<file path="src/rtl/path_verifier_pkg.sv">
// rtl/path_verifier_pkg.sv - shared states, error codes and cell constants for path_verifier
package path_verifier_pkg;

    typedef enum logic [2:0] {
        ST_IDLE,
        ST_WAIT_MOVE,
        ST_READ,
        ST_CHECK,
        ST_PASS,
        ST_FAIL
    } state_t;

    localparam logic [2:0] ERR_NONE    = 3'd0;
    localparam logic [2:0] ERR_START   = 3'd1;
    localparam logic [2:0] ERR_ADJ     = 3'd2;
    localparam logic [2:0] ERR_WALL    = 3'd3;
    localparam logic [2:0] ERR_END     = 3'd4;
    localparam logic [2:0] ERR_REVISIT = 3'd5;
    localparam logic [2:0] ERR_OVF     = 3'd6;

    localparam int         MAZE_DIM   = 16;
    localparam logic [7:0] START_CELL = 8'h00;
    localparam logic [7:0] GOAL_CELL  = 8'hFF;

    // Unsigned absolute differences, so row/col 15 and 0 are never neighbours.
    function automatic logic is_adjacent(input logic [7:0] a, input logic [7:0] b);
        logic [3:0] dr;
        logic [3:0] dc;
        dr = (a[7:4] >= b[7:4]) ? (a[7:4] - b[7:4]) : (b[7:4] - a[7:4]);
        dc = (a[3:0] >= b[3:0]) ? (a[3:0] - b[3:0]) : (b[3:0] - a[3:0]);
        return ({1'b0, dr} + {1'b0, dc}) == 5'd1;
    endfunction

endpackage

</file>
<file path="src/rtl/path_visited_map.sv">
// rtl/path_visited_map.sv - 256-cell visited bitmap with set, query and clear
module path_visited_map (
    input  logic       clk,
    input  logic       rst,
    input  logic       clear,
    input  logic       set_en,
    input  logic [7:0] set_idx,
    input  logic [7:0] query_idx,
    output logic       hit
);

    logic [255:0] bits;

    always_ff @(posedge clk or posedge rst) begin
        if (rst) begin
            bits <= '0;
        end else if (clear) begin
            bits <= '0;
        end else if (set_en) begin
            bits[set_idx] <= 1'b1;
        end
    end

    assign hit = bits[query_idx];

endmodule

</file>
<file path="src/rtl/path_verifier.sv">
// rtl/path_verifier.sv - checks a streamed maze path; revisit check enabled by PATH_VERIFIER_REVISIT_CHK_EN
module path_verifier
    import path_verifier_pkg::*;
(
    input  logic                clk,
    input  logic                rst,
    input  logic                start,
    input  logic                move_valid,
    output logic                move_ready,
    input  logic [7:0]          move,
    input  logic                move_last,
    output logic                maze_rd,
    output logic [3:0]          maze_addr,
    input  logic [MAZE_DIM-1:0] maze_data,
    output logic                done,
    output logic                ok,
    output logic [2:0]          err_code,
    output logic [7:0]          step_count
);

    state_t     state;
    state_t     state_nxt;
    logic [7:0] cur_cell;
    logic       cur_last;
    logic [7:0] prev_cell;
    logic [7:0] steps;
    logic [2:0] err_reg;
    logic [2:0] chk_err;
    logic       revisit_hit;
    logic       chk_pass;

`ifdef PATH_VERIFIER_REVISIT_CHK_EN
    path_visited_map u_visited (
        .clk       (clk),
        .rst       (rst),
        .clear     (start),
        .set_en    (state == ST_CHECK && chk_pass),
        .set_idx   (cur_cell),
        .query_idx (cur_cell),
        .hit       (revisit_hit)
    );
`else
    assign revisit_hit = 1'b0;
`endif

    // maze_data holds the captured row during CHECK; first failing test wins.
    always_comb begin
        chk_err = ERR_NONE;
        if (steps == 8'd0 && cur_cell != START_CELL) begin
            chk_err = ERR_START;
        end else if (steps != 8'd0 && !is_adjacent(cur_cell, prev_cell)) begin
            chk_err = ERR_ADJ;
        end else if (maze_data[cur_cell[3:0]]) begin
            chk_err = ERR_WALL;
        end else if (revisit_hit) begin
            chk_err = ERR_REVISIT;
        end else if (steps == 8'hFF) begin
            chk_err = ERR_OVF;
        end
    end

    assign chk_pass = (chk_err == ERR_NONE);

    always_ff @(posedge clk or posedge rst) begin
        if (rst) begin
            state <= ST_IDLE;
        end else begin
            state <= state_nxt;
        end
    end

    always_comb begin
        state_nxt = state;
        if (start) begin
            state_nxt = ST_WAIT_MOVE;
        end else begin
            case (state)
                ST_WAIT_MOVE: if (move_valid) state_nxt = ST_READ;
                ST_READ:      state_nxt = ST_CHECK;
                ST_CHECK: begin
                    if (!chk_pass)                  state_nxt = ST_FAIL;
                    else if (!cur_last)             state_nxt = ST_WAIT_MOVE;
                    else if (cur_cell == GOAL_CELL) state_nxt = ST_PASS;
                    else                            state_nxt = ST_FAIL;
                end
                default: state_nxt = state;
            endcase
        end
    end

    always_comb begin
        move_ready = (state == ST_WAIT_MOVE);
        maze_rd    = (state == ST_READ);
        maze_addr  = (state == ST_READ) ? cur_cell[7:4] : 4'd0;
        done       = (state == ST_PASS) || (state == ST_FAIL);
        ok         = (state == ST_PASS);
    end

    always_ff @(posedge clk or posedge rst) begin
        if (rst) begin
            cur_cell  <= 8'd0;
            cur_last  <= 1'b0;
            prev_cell <= 8'd0;
            steps     <= 8'd0;
            err_reg   <= ERR_NONE;
        end else if (start) begin
            prev_cell <= 8'd0;
            steps     <= 8'd0;
            err_reg   <= ERR_NONE;
        end else if (state == ST_WAIT_MOVE && move_valid) begin
            cur_cell <= move;
            cur_last <= move_last;
        end else if (state == ST_CHECK) begin
            if (!chk_pass) begin
                err_reg <= chk_err;
            end else begin
                steps     <= steps + 8'd1;
                prev_cell <= cur_cell;
                if (cur_last && cur_cell != GOAL_CELL) begin
                    err_reg <= ERR_END;
                end
            end
        end
    end

    assign err_code   = err_reg;
    assign step_count = steps;

endmodule

</file>
<file path="config.mk">
export PLATFORM = sky130hd
export DESIGN_NAME = path_verifier
export DESIGN_NICKNAME = d
export VERILOG_FILES = /design/src/rtl/path_verifier_pkg.sv /design/src/rtl/path_visited_map.sv /design/src/rtl/path_verifier.sv
export SDC_FILE = /design/constraint.sdc
export NUM_CORES = 1
export LEC_CHECK = 0
export ABC_AREA = 1
export CORE_UTILIZATION = 45
export CTS_BUF_LIST = sky130_fd_sc_hd__clkbuf_8 sky130_fd_sc_hd__clkbuf_16
export DETAILED_ROUTE_END_ITERATION = 10
export PLACE_DENSITY = 0.73
export SETUP_SLACK_MARGIN = 0.5
export SLEW_MARGIN = 10
export SYNTH_ARGS = -nofsm -noshare
export SYNTH_HDL_FRONTEND = slang
export SYNTH_HIERARCHICAL = 1
export SYNTH_SLANG_ARGS = --single-unit
</file>
<file path="constraint.sdc">
create_clock -name clk -period 3.54 [get_ports clk]
set_clock_uncertainty 0.2 [all_clocks]
set_input_delay 0.531 -clock clk [delete_from_list [all_inputs] [get_ports clk]]
set_output_delay 0.531 -clock clk [all_outputs]
set_load 0.05 [all_outputs]
</file>
==> flow_summary.yaml <==
run_status:
  status: "finished, final reports clean"
yosys:
  synthTopCellsByArea: "dfrtp_1, nand2_1, ha_1"
  yosys.area_share.simple_pct: 34.3
  synth-main-ff-cell: "dfrtp_1"
  synth-edff-count: 0
  ys_types: 34
  mappedNetlistNets: 416
  synth_compound_area_share_pct: 5.24
  ys_seq_elements: 31
  synth_top_area_cell: "dfrtp_1"
  async_reset_ff_share_pct: 100
  yosys-mux-area-fraction_pct: 2.55
  syn-cell-area_sq_um: 2600
  synth_most_common_cell: "nand2_1"
  yosysWarnings: 6
  synth_adder_area_share_pct: 13.5
  synth_top_area_share_pct: 29.8
  yosys-top-cells-count: "nand2_1, inv_1, nor2_1"
  synth_xor_area_share_pct: 3.36
  post_synth.cell_area_avg_sq_um: 7.19
  ys_seq_area_share_pct: 29.8
  synth_top_family_by_area: "simple AND/OR/NAND/NOR gates"
  syn_inst: 362
floorplanning:
  die_x_microns: 78.1
  die-area_sq_um: 6090
  start_util_pct: 47.0
  rows: 27
  coreArea_sq_um: 5540
  die_h_microns: 78.1
  pin_count: 48
route:
  dr.pass1.iters: 4
  wl_per_cell_microns: 12.9
  finalWirelength_microns: 6420
  drc: 0
  drtIter0Drc: 132
  ant_nets: 0
  num_vias: 2527
  via_per_inst: 5.09
sta:
  slew_headroom_pct: 45.9
  setup_slack_ns: 0.118
  drv_slew: 0
  finalSetupTns_ns: 0
  finalHoldViolCount: 0
  min_period_ns: 3.42
  rsz0062_at_grt: "yes"
  setup_viol: 0
  finalCritPeriodShare_pct: 96.7
  worst_pin_slew_ns: 0.810
  max_freq_mhz: 292
clock_network:
  clkSinkCount: 31
  hold_buffers: 0
  worstSkewPairLatency_ns: 0.29
  clock_path_buffers: 2
  path_clk_slew_ns: 0.07
  cts_tree: "built"
  ctsHtreeMaxLevel: 2
  root_buffer: "clkbuf_8"
  cts_buffers: 5
global_routing:
  grt_pass1_vias: 2330
  grt_pass1_wl_microns: 10200
  grt.total_usage_pct: 21.2
  antenna_found_initial: 0
  grt_max_degree: 18
  grt_overflow: 0
placement:
  dp_hpwl_microns: 4730
  place.gp.congestion: 0.866
  place_ws_ns: 0.119
  portBuffers: 47
hold_path:
  hp-class: "reg2reg"
critical_path:
  crit_required_ns: 3.51
  critPathSlowestCell: "fa_1"
  worst-setup-path-type: "reg2reg"
  crit_fanout: 8
  max_stage_delay_ns: 0.43
  crit_buf_inv: 2
  cpMostUsedCell: "nand2_2"
  crit_chain: "inv_2 > ha_4 > inv_2 > fa_2 > a21oi_2 > o21ai_1 > a21o_1 > mux2_4 > fa_1 > nor2_1 > nand2_1 > nor2_2 > nand2_2 > nand2_2 > nand4_4 > nand2_4 > nand2_8 > nand2_2 > nand2_1"
  path_delay_family: "simple AND/OR/NAND/NOR gates"
  worstPathArrival_ns: 3.39
  critPathCaptureType: "register"
  start_kind: "register"
finish:
  fin_nets: 477
  final-seq-area_sq_um: 779
  drive_above_1_share_pct: 19.8
  num_antenna_cells: 0
  multi_input_area_sq_um: 1690
  area_growth_pct: 35.1
  fillers: 498
power:
  power_density_nw_per_um2: 833
  ir_drop_mv: 0.513
  cellLeakagePower_nw: 1.74
flow_run:
  max_cap_violations: 0
cell usage in the layout (no fill, tap or decap), drive strengths merged:
master / n
xor2: 7
inv: 61
bufinv: 1
a21o: 1
o21ai: 12
clkbuf: 6
dlymetal6s2s: 1
a21oi: 9
nor3: 6
ha: 20
mux2i: 1
nor2: 35
o211ai: 1
a31o: 1
nor4: 2
clkinv: 1
nand2: 100
mux2: 5
nand4: 18
fa: 5
dfrtp: 31
nor3b: 1
buf: 18
nand3b: 2
nand3: 29
clkdlybuf4s50: 46
xnor2: 3
o21bai: 1
area by class of cell:
class                           instances  share of cell area [%]
Clock inverter                          2                   0.996
Timing Repair Buffer                   65                    17.4
Sequential cell                        31                    22.2
Inverter                               61                    6.51
Clock buffer                            6                    2.35
Multi-Input combinational cell        259                    48.0
Tap cell                               72                    2.56
state kept, by name, summed over array words and instances, names as in the netlist:
signal,flops
err_code,3
cur_last,1
step_count,8
state,3
prev_cell,8
cur_cell,8
cells by family after synthesis:
kind of cell	Yosys count
xor+xnor	10
mux	6
buf+inv	73
simple gates	192
fa+ha+maj	25
flops	31
compound gates	25
report_power, final:
part,total [mW],internal [mW],switching (mW)
Sequential,0.575,0.451,0.124
Clock,0.361,0.227,0.134
Combinational,1.99,0.826,1.17
Total,2.93,1.50,1.43
timing repair:
| item | CTS | global route |
|---|---|---|
| cloned | 0 | 1 |
| setup endpoints to repair | 21 | 22 |
| setup buffers | 3 | 1 |
| resized for setup | 19 | 20 |
| pin swaps | 9 | 2 |
worst min-delay path, cell delays in order (launching register included):
cell     delay, ns
dfrtp_1       0.34
nand2_1       0.05
nand2_1       0.05
worst paths after layout:
path | startpoint | endpoint | slack (ns) | depth (start not counted)
setup / recovery | cur_cell[4] | step_count[5] | 0.12 | 19
hold / removal | prev_cell[3] | prev_cell[3] | 0.28 | 2
setup reg to reg | cur_cell[4] | step_count[5] | 0.12 | 19
hold reg to reg | prev_cell[3] | prev_cell[3] | 0.28 | 2
max in group asynchronous | rst | cur_cell[6] | 2.03 | 3
min in group asynchronous | rst | step_count[5] | 0.43 | 2
routing by layer:
| layer | track usage, % | vias up | wire length, microns | share of wire [%] |
|---|---|---|---|---|
| met3 | 3.95 | 15 | 384 | 6.0 |
| met2 | 36.5 | 84 | 3100 | 48 |
| met5 | 0 | - | 0 | 0 |
| met4 | 7.41 | 0 | 140 | 2.2 |
| li1 | - | 1271 | - | - |
| met1 | 26.6 | 1157 | 2800 | 44 |
per-stage QoR:
stage          hold slack [ns]  power (mW)  utilization [%]  std cells  area, sq um
4_1_cts                  0.278        2.83             61.9        494         3430
6_report                 0.277        2.93             63.5        496         3520
3_3_place_gp             0.257        2.32             58.3        483         3230
3_5_place_dp             0.262        2.38             58.3        483         3230
2_1_floorplan            0.242        1.93                -        362         2640
5_1_grt                  0.305        3.19             63.5        496         3520
Power figures use the tool's default switching activity.
